==> config.mk <==
export PLATFORM = sky130hd
export DESIGN_NAME = morph_line_sched
export DESIGN_NICKNAME = d
export VERILOG_FILES = /design/src/rtl/morph_line_sched.sv
export SDC_FILE = /design/constraint.sdc
export NUM_CORES = 1
export LEC_CHECK = 0
export CAP_MARGIN = 0
export CORE_UTILIZATION = 40
export DETAILED_ROUTE_END_ITERATION = 8
export GPL_TIMING_DRIVEN = 0
export PLACE_DENSITY = 0.76
export SETUP_SLACK_MARGIN = 0.02
export SYNTH_ARGS = -nofsm -noshare
export SYNTH_HDL_FRONTEND = slang
export SYNTH_SLANG_ARGS = --single-unit
==> constraint.sdc <==
create_clock -name PCLK -period 1.8 [get_ports PCLK]
set_clock_uncertainty 0.2 [all_clocks]
set_input_delay 0.27 -clock PCLK [delete_from_list [all_inputs] [get_ports PCLK]]
set_output_delay 0.27 -clock PCLK [all_outputs]
set_load 0.02 [all_outputs]
==> src/rtl/morph_line_sched.sv <==
// Line-buffer sequencer for the 4-line binary morphology kernel: decodes VTC counts into
// frame/line events, rotates bank writes, qualifies the window and syncs mode to frames.
module morph_line_sched #(
  parameter int unsigned H_ACTIVE = 640,
  parameter int unsigned V_ACTIVE = 480,
  parameter int unsigned KSIZE    = 4,
  parameter int unsigned BORDER   = 2
) (
  input  logic        PCLK,
  input  logic        RST_N,
  input  logic [11:0] VtcHCnt,
  input  logic [11:0] VtcVCnt,
  input  logic        en_i,
  input  logic [1:0]  mode_i,
  input  logic        mode_wr_i,
  output logic        frame_start_o,
  output logic        line_start_o,
  output logic [3:0]  lb_wr_sel_o,
  output logic [9:0]  lb_wr_addr_o,
  output logic [1:0]  lb_rd_ptr_o,
  output logic        win_valid_o,
  output logic [1:0]  mode_o,
  output logic [7:0]  frame_cnt_o,
  output logic        busy_o
);

  localparam logic [11:0] HAct     = 12'(H_ACTIVE);
  localparam logic [11:0] VAct     = 12'(V_ACTIVE);
  localparam logic [11:0] HBrdLo   = 12'(BORDER);
  localparam logic [11:0] HBrdHi   = 12'(H_ACTIVE - BORDER);
  localparam logic [11:0] VBrdLo   = 12'(BORDER);
  localparam logic [11:0] VBrdHi   = 12'(V_ACTIVE - BORDER);
  localparam logic [1:0]  RowsFull = 2'(KSIZE - 1);

  typedef enum logic [1:0] {StIdle, StWaitFrame, StActive, StVblank} state_e;

  state_e      state_q, state_d;
  logic [1:0]  wr_ptr_q, wr_ptr_d;
  logic [1:0]  rows_q, rows_d;
  logic [1:0]  pend_q, pend_d;
  logic [1:0]  mode_q, mode_d;
  logic [7:0]  fcnt_q, fcnt_d;
  logic        fs, ls, act, accept, in_border;
  logic        fstart_d, lstart_d, win_d, busy_d;
  logic [3:0]  sel_d;

  assign fs        = (VtcHCnt == '0) && (VtcVCnt == '0);
  assign ls        = (VtcHCnt == '0) && (VtcVCnt < VAct);
  assign act       = (VtcHCnt < HAct) && (VtcVCnt < VAct);
  assign in_border = (VtcHCnt >= HBrdLo) && (VtcHCnt < HBrdHi) &&
                     (VtcVCnt >= VBrdLo) && (VtcVCnt < VBrdHi);

  always_comb begin
    state_d = state_q;
    accept  = 1'b0;
    unique case (state_q)
      StIdle: begin
        if (en_i) state_d = StWaitFrame;
      end
      StWaitFrame, StVblank: begin
        if (fs) begin
          if (en_i) accept = 1'b1;
          else      state_d = StIdle;
        end
      end
      StActive: begin
        // A jump to (0,0) mid-frame is a VTC restart and is handled like a normal fs.
        if (fs) begin
          if (en_i) accept = 1'b1;
          else      state_d = StIdle;
        end else if (VtcVCnt == VAct) begin
          state_d = StVblank;
        end
      end
    endcase
    if (accept) state_d = StActive;

    mode_d   = accept ? ((pend_q == 2'b11) ? 2'b00 : pend_q) : mode_q;
    pend_d   = mode_wr_i ? mode_i : pend_q;
    fcnt_d   = accept ? fcnt_q + 8'd1 : fcnt_q;
    wr_ptr_d = accept ? 2'd0 : wr_ptr_q;
    rows_d   = accept ? 2'd0 : rows_q;
    if ((state_d == StActive) && ls && (VtcVCnt != '0)) begin
      wr_ptr_d = wr_ptr_d + 2'd1;
      if (rows_d != RowsFull) rows_d = rows_d + 2'd1;
    end

    fstart_d = accept;
    lstart_d = (state_d == StActive) && ls;
    sel_d    = ((state_d == StActive) && act) ? (4'b0001 << wr_ptr_d) : 4'b0000;
    win_d    = (state_d == StActive) && (mode_d != 2'b00) && (rows_d == RowsFull) && in_border;
    busy_d   = (state_d == StActive) || (state_d == StVblank);
  end

  always_ff @(posedge PCLK or negedge RST_N) begin
    if (!RST_N) begin
      state_q       <= StIdle;
      wr_ptr_q      <= 2'd0;
      rows_q        <= 2'd0;
      pend_q        <= 2'd0;
      mode_q        <= 2'd0;
      fcnt_q        <= 8'd0;
      frame_start_o <= 1'b0;
      line_start_o  <= 1'b0;
      lb_wr_sel_o   <= 4'd0;
      lb_wr_addr_o  <= 10'd0;
      win_valid_o   <= 1'b0;
      busy_o        <= 1'b0;
    end else begin
      state_q       <= state_d;
      wr_ptr_q      <= wr_ptr_d;
      rows_q        <= rows_d;
      pend_q        <= pend_d;
      mode_q        <= mode_d;
      fcnt_q        <= fcnt_d;
      frame_start_o <= fstart_d;
      line_start_o  <= lstart_d;
      lb_wr_sel_o   <= sel_d;
      lb_wr_addr_o  <= VtcHCnt[9:0];
      win_valid_o   <= win_d;
      busy_o        <= busy_d;
    end
  end

  assign lb_rd_ptr_o = wr_ptr_q;
  assign mode_o      = mode_q;
  assign frame_cnt_o = fcnt_q;

endmodule

==> metrics.txt, run 1 <==
Final Setup Violations=24; Highest Clock Rate=approximately 430 MHz; Synth Area per Inst=between 10 and 15 um2; number of synthesized flops with an enable pin=0; worst setup path class=in2reg; total power draw=1570 uW; clk slew on worst S/H paths=70 ps; final net count=275; final core utilization=0.7563; Syn. warnings=0; internal power=roughly 1200 uW; core footprint=3799 um2; clk sink count=36; Adder-Cell Fraction of Synth Area=0.007651; Combinational Power Share=0.122; I/O pin total=60; first-pass GRT wire length=7452 um; Worst Slack Setup Final=-523.8 ps; Syn Nets=172; DRT antenna net count=0; Post-synth ARST share=1.000; die height=about 66 um; R2R Setup Slk=-280 ps; Fillers=about 210; met2 usage=0.3980; Post-Route WL=approximately 5000 um; Worst VDD drop=0.4419 mV; post-synthesis mux area share=0.01377; layout cells sized above 1=0.4057; CTS tree=built; status=complete, but fails checks; dpl hpwl=2661 um; switching share of power=0.2419; worst-margin pin slew=772.1 ps; initial antenna violation count=0; Post-route DRC=0; largest family of logic cells by synthesized area=simple AND/OR/NAND/NOR gates; Diodes inserted=0; placed cells=248; Initial Util=0.4305; largest net degree at the start of global routing=37; #FFs+latches synth=36; die width=approximately 66 um; drt first pass iters=4; sw power=379.8 uW; Longest Clk Path Bufs=2; crit share post-route=1.291; root buf cell=clkbuf_8; GPL Wtd Cong=~0.85; cell count of the worst reg-to-reg path=5; max cap viols=0; sequential fraction of design power=0.535; vias=1588; Final Hold Fails=0; Hold Crit Class=in2reg; worst r2r dst=lb_wr_sel_o[3]; GR peak layer=met2; compound-cell area share of the yosys netlist=0.07269; cell count after synthesis=141; crit end category=register; Synth Flop Type=dfrtp_1; Unique masters post-synth=42; fin crit period=2324 ps; Finished Layout Cells=between 200 and 300; Skew-Pair Late Insertion Delay=around 290 ps; Worst Setup EP=lb_wr_sel_o[2]; final slew viol count=0; sequential share of the synthesized area=0.5509; Startpoint Class=input port; vias in the first global route=roughly 1600; row count=22; post-DR wirelength/cell=17.24 um; static leakage=0.001406 uW; RSZ-0062 raised after global routing=yes; Slew headroom=0.4853; # port buffers=about 60; simple-gate share of the synthesized area=0.2724; Netlist Area Pre-Place=1635 um2; xor and xnor area share after synthesis=0.04820; worst-path fanout max=6; TritonCTS Buffers=5; Global Route Usage Sum=0.2354; vias per cell=roughly 5.4; failing checks=setup timing; Area growth syn-to-layout=75.67%; Pwr Density=around 550 nW/um2; Crit. Startpoint=VtcVCnt[3]; Worst EP arrival=2340 ps; total grt overflow=0; Die ar.=4348 um2; DR iter-0 viols=55; setup TNS=-9130 ps; Clock Power Share=0.344; WP data required=approximately 1800 ps; routing usage on met3=0.04310; RR Startpoint=state_q[0]; CTS H-tree depth=2; M1 GR Usage=0.2749
-- routing by layer --
| layer | routed length (um) | vias up |
|---|---|---|
| met5 | 0 | - |
| met4 | 189 | 0 |
| met3 | 258 | 16 |
| met2 | 2527 | 66 |
| met1 | 2058 | 778 |
| li1 | - | 728 |
-- placed cells by master (no fill, tap or decap), types with 2 or more instances in the layout --
cell              n
nand4b_1          3
nor2_1            7
xnor2_1           6
nor3_4            2
or4_4             4
nand4_1           5
nor4_4            3
buf_6            21
dfrtp_1          36
dlygate4sd3_1     5
nor2_2            2
and3_1            2
clkdlybuf4s50_1  25
nand2_4           2
o21ai_0           3
xnor2_2           3
buf_4            21
nand3_1           5
dlygate4sd2_1    13
inv_1             3
nand3b_1          2
clkbuf_8          5
a21oi_2           3
mux2_2            2
dlymetal6s2s_1    5
nor2_4            3
nand2_1           6
buf_2             8
nor3_1            2
a21oi_1           3
or3_4             2
-- kinds of logic after synthesis --
logic type,Yosys count
AOI/OAI and AO/OA,18
xor gates and xnor gates,9
adders and majority gates,1
buffers and inverters,7
DFF,36
muxes,2
and+or+nand+nor,68
-- metrics by stage --
step	area [um2]	hold slack, ps	setup WS, ps
6_report	2873	4.871	-523.8
5_1_grt	2873	13.64	-560.7
2_1_floorplan	1670	-225.6	-636.3
4_1_cts	2710	112.7	-485.6
3_5_place_dp	2316	185.5	-1137
3_3_place_gp	2321	262.0	-1122
-- cells in the mapped netlist, types with 2 or more instances --
library cell / number / area (um2)
dfrtp_1: 36 / 900.9
nor2_1: 12 / 45.04
nand2_1: 9 / 33.78
xnor2_1: 9 / 78.83
a21oi_1: 6 / 30.03
nand3_1: 6 / 30.03
nand4_1: 5 / 31.28
buf_6: 4 / 45.04
nor3_1: 4 / 20.02
nor4_1: 4 / 25.02
inv_1: 3 / 11.26
nand4b_1: 3 / 26.28
o21ai_0: 3 / 15.01
and3_1: 2 / 12.51
mux2_2: 2 / 22.52
nand3b_1: 2 / 15.01
nor4b_1: 2 / 17.52
or2_2: 2 / 12.51
or3_1: 2 / 12.51
or4_1: 2 / 15.01
or4_4: 2 / 22.52
-- cell type report --
class                   count  area, um2  area share
well taps                  48      60.06     0.02091
multi-input cells          98      897.1      0.3123
clock inverters             1      5.005    0.001742
plain buffers               2      22.52    0.007840
inverters                   3      11.26    0.003920
flip-flops and latches     36      900.9      0.3136
clock buffers               6      72.57     0.02526
repair buffers             98      903.4      0.3145
-- worst min path at each step --
stage                              start         endpoint  slack, ps  cells after the start
after detailed placement           RST_N           busy_o        190                      1
after floorplan                    RST_N           busy_o       -230                      0
after global routing          VtcHCnt[3]  lb_wr_addr_o[3]         10                      1
after CTS                     VtcHCnt[8]  lb_wr_addr_o[8]        110                      1
after global placement    frame_cnt_o[7]   frame_cnt_o[7]        260                      1
final                         VtcHCnt[3]  lb_wr_addr_o[3]          5                      1
-- worst max-delay path, stage by stage --
cell and delay [ps]:
buf_6 90, or4_4 530, or4_4 510, buf_6 150, buf_6 110, and3_4 170, or3_4 370, a21oi_2 130
-- state kept, by name (all words and copies together), names as in the netlist --
register	count
lb_wr_addr_o	10
frame_cnt_o	8
lb_wr_sel_o	4
lb_rd_ptr_o	2
mode_o	2
pend_q	2
rows_q	2
state_q	2
busy_o	1
frame_start_o	1
line_start_o	1
win_valid_o	1
-- power by group through the flow --
stage / clock, uW / sequential, uW / combinational (uW)
3_3_place_gp: 0 / 851 / 165
2_1_floorplan: 0 / 865 / 34.0
3_5_place_dp: 0 / 851 / 169
4_1_cts: 538 / 837 / 183
5_1_grt: 598 / 840 / 204
6_report: 540 / 839 / 191
-- timing repair --
action / in CTS / in global routing
hold buffers: 5 / 0
gates resized for setup: 94 / 32
endpoints found under the hold margin: 40 / 0
buffers inserted: 26 / 8
cloned: 1 / 0
setup endpoints to repair: 31 / 27
pin swaps: 23 / 20
No activity file was read; power rests on OpenSTA's default activity.
==> inputs of run 2 (changes only) <==
--- a/config.mk
+++ b/config.mk
@@ -6,10 +6,9 @@
 export NUM_CORES = 1
 export LEC_CHECK = 0
 export CAP_MARGIN = 0
-export CORE_UTILIZATION = 40
+export CORE_UTILIZATION = 30
 export DETAILED_ROUTE_END_ITERATION = 8
 export GPL_TIMING_DRIVEN = 0
-export PLACE_DENSITY = 0.76
 export SETUP_SLACK_MARGIN = 0.02
 export SYNTH_ARGS = -nofsm -noshare
 export SYNTH_HDL_FRONTEND = slang
==> metrics.txt, run 2 (synthesized netlist as in run 1, its figures left out) <==
status=complete, but fails checks; failing checks=setup timing; CTS H-tree depth=2 (unchanged); I/O pin total=60 (unchanged); GPL Wtd Cong=0.7870 (-7.0%); CP top delay family=simple AND/OR/NAND/NOR gates; Post-Route WL=4228 um (-16%); Pwr Density=547.9 nW/um2 (+0.27%); crit share post-route=1.241 (-0.05022); placed cells=270 (+8.9%); Longest Clk Path Bufs=2 (unchanged); Largest register FFs=10 (unchanged); Global Route Usage Sum=0.1522 (-0.08322); Startpoint Class=input port; RSZ-0062 raised after global routing=yes; CTS tree=built; Initial Util=0.3162 (-0.1143); Die ar.=5750 um2 (+32%); largest net degree at the start of global routing=37 (unchanged); setup TNS=-6303 ps (+2827 ps); core footprint=5172 um2 (+36%); Highest Clock Rate=447.7 MHz (+4.0%); Slew headroom=0.4693 (-0.01598); static leakage=0.001389 uW (-1.2%); Skew-Pair Late Insertion Delay=290 ps (about the same); WP data required=1810 ps (about the same); Fillers=450 (+110%); Finished Layout Cells=303 (+3.8%); dpl cell area=2344 um2 (+1.2%); Levels on crit path=7 (-1); slowest library cell on the worst path=or4_4; fin crit period=2233 ps (-90.40 ps); Crit path largest cell delay=550 ps (+20 ps); max cap viols=0 (unchanged); Final Hold Fails=0 (unchanged); dpl hpwl=2702 um (+1.5%); post-DR wirelength/cell=13.95 um (-19%); vias in the first global route=1367 (-15%); Hold Crit Class=in2reg; die width=75.83 um (+15%); fin area=2833 um2 (-1.4%); total power draw=1552 uW (-1.1%); register with the most flip-flops=lb_wr_addr_o; TritonCTS Buffers=5 (unchanged); Area growth syn-to-layout=73.22%; first-pass GRT wire length=6403 um (-14%); commonest non-fill, non-tap cell in the layout=dfrtp_1; root buf cell=clkbuf_8; drt first pass iters=4 (unchanged); layout cells sized above 1=0.3863 (-0.01947); worst setup path class=in2reg; CP cell instances=buf_6 > or4_4 > or4_4 > buf_6 > and3_4 > or3_4 > a21oi_2; Final Setup Violations=23 (-4.2%); total grt overflow=0 (unchanged); clk sink count=36 (unchanged); vias per cell=4.700 (-14%); Worst Slack Setup Final=-433.4 ps (+90.40 ps); DRT antenna net count=0 (unchanged); # port buffers=59 (unchanged); DR iter-0 viols=40 (-27%); WHS=13.36 ps (+8.485 ps); clk slew on worst S/H paths=60 ps (about the same); Worst EP arrival=2250 ps (-90 ps); Post-route DRC=0 (unchanged); vias=1424 (-10%); crit end category=register; die height=75.83 um (+15%); final slew viol count=0 (unchanged); Buf/Inv on CP=2 (-1); worst-path fanout max=8 (+2); cell count of the worst reg-to-reg path=5 (unchanged); Worst VDD drop=0.2829 mV (-36%); initial antenna violation count=0 (unchanged); final net count=264 (-4.0%); commonest non-fill, non-tap cells in the layout=dfrtp_1 (35), clkdlybuf4s50_1 (25), buf_4 (18); cell depth of the worst hold path=1 (unchanged); Diodes inserted=0 (unchanged); worst-margin pin slew=796.0 ps (+23.97 ps); row count=26 (+18%)
## run 2: cell types whose count changed in the layout (fill, tap and decap cells not counted), sizes merged
cell           before  now
dlygate4sd2        13    9
clkdlybuf4s15       1    2
clkbuf              7   10
dlygate4sd3         5    4
dlymetal6s2s        5    9
buf                50   36
## run 2: worst register-to-register path: stages (launching register included)
cell and delay, ps:
dfrtp_1 530, or2_2 220, nand3_1 100, a2111o_1 460, buf_6 150, nor4b_4 250
## run 2: cell type report
type,count,area (um2),area share
multi-input cells,98,925.9,0.3269
flip-flops and latches,36,902.1,0.3185
repair buffers,87,805.8,0.2845
well taps,70,87.58,0.03092
clock buffers,6,72.57,0.02562
plain buffers,2,22.52,0.007951
inverters,3,11.26,0.003975
clock inverters,1,5.005,0.001767
## run 2: stage by stage
step                      setup WS, ps  utilization
after floorplan                 -636.3            -
after global placement           -1129       0.4540
after detailed placement         -1141       0.4531
after CTS                       -425.0       0.5131
after global routing            -441.9       0.5477
final                           -433.4       0.5477
## run 2: timing repair
action,CTS,global route
setup endpoints to repair,31,28
endpoints found under the hold margin,36,3
setup buffers,17,7
gates resized for setup,80,39
hold buffers,1,3
pin swaps,20,14
## run 2: report_power, final
group / leakage [uW] / total (uW) / internal [uW] / switching, uW
Combinational: 0.000883 / 182 / 97.6 / 84.3
Clock: 0.0000410 / 532 / 263 / 270
Sequential: 0.000464 / 838 / 827 / 11.2
## run 2: metal layers
layer,track usage,share of wire,up-vias
met4,0.05967,0.014,0
met3,0.03968,0.042,6
li1,-,-,706
met2,0.2488,0.52,43
met1,0.1925,0.42,669
met5,0,0,-
## run 2: final timing paths
kind / from / end / slack [ps]
worst max-delay path: VtcVCnt[0] / lb_wr_sel_o[2] / -430
worst min-delay path: VtcHCnt[1] / lb_wr_addr_o[1] / 10
worst max register to register: state_q[0] / lb_wr_sel_o[3] / -220
worst min register to register: frame_cnt_o[7] / frame_cnt_o[7] / 270
max in group asynchronous: RST_N / lb_rd_ptr_o[0] / 440
min in group asynchronous: RST_N / state_q[1] / 390
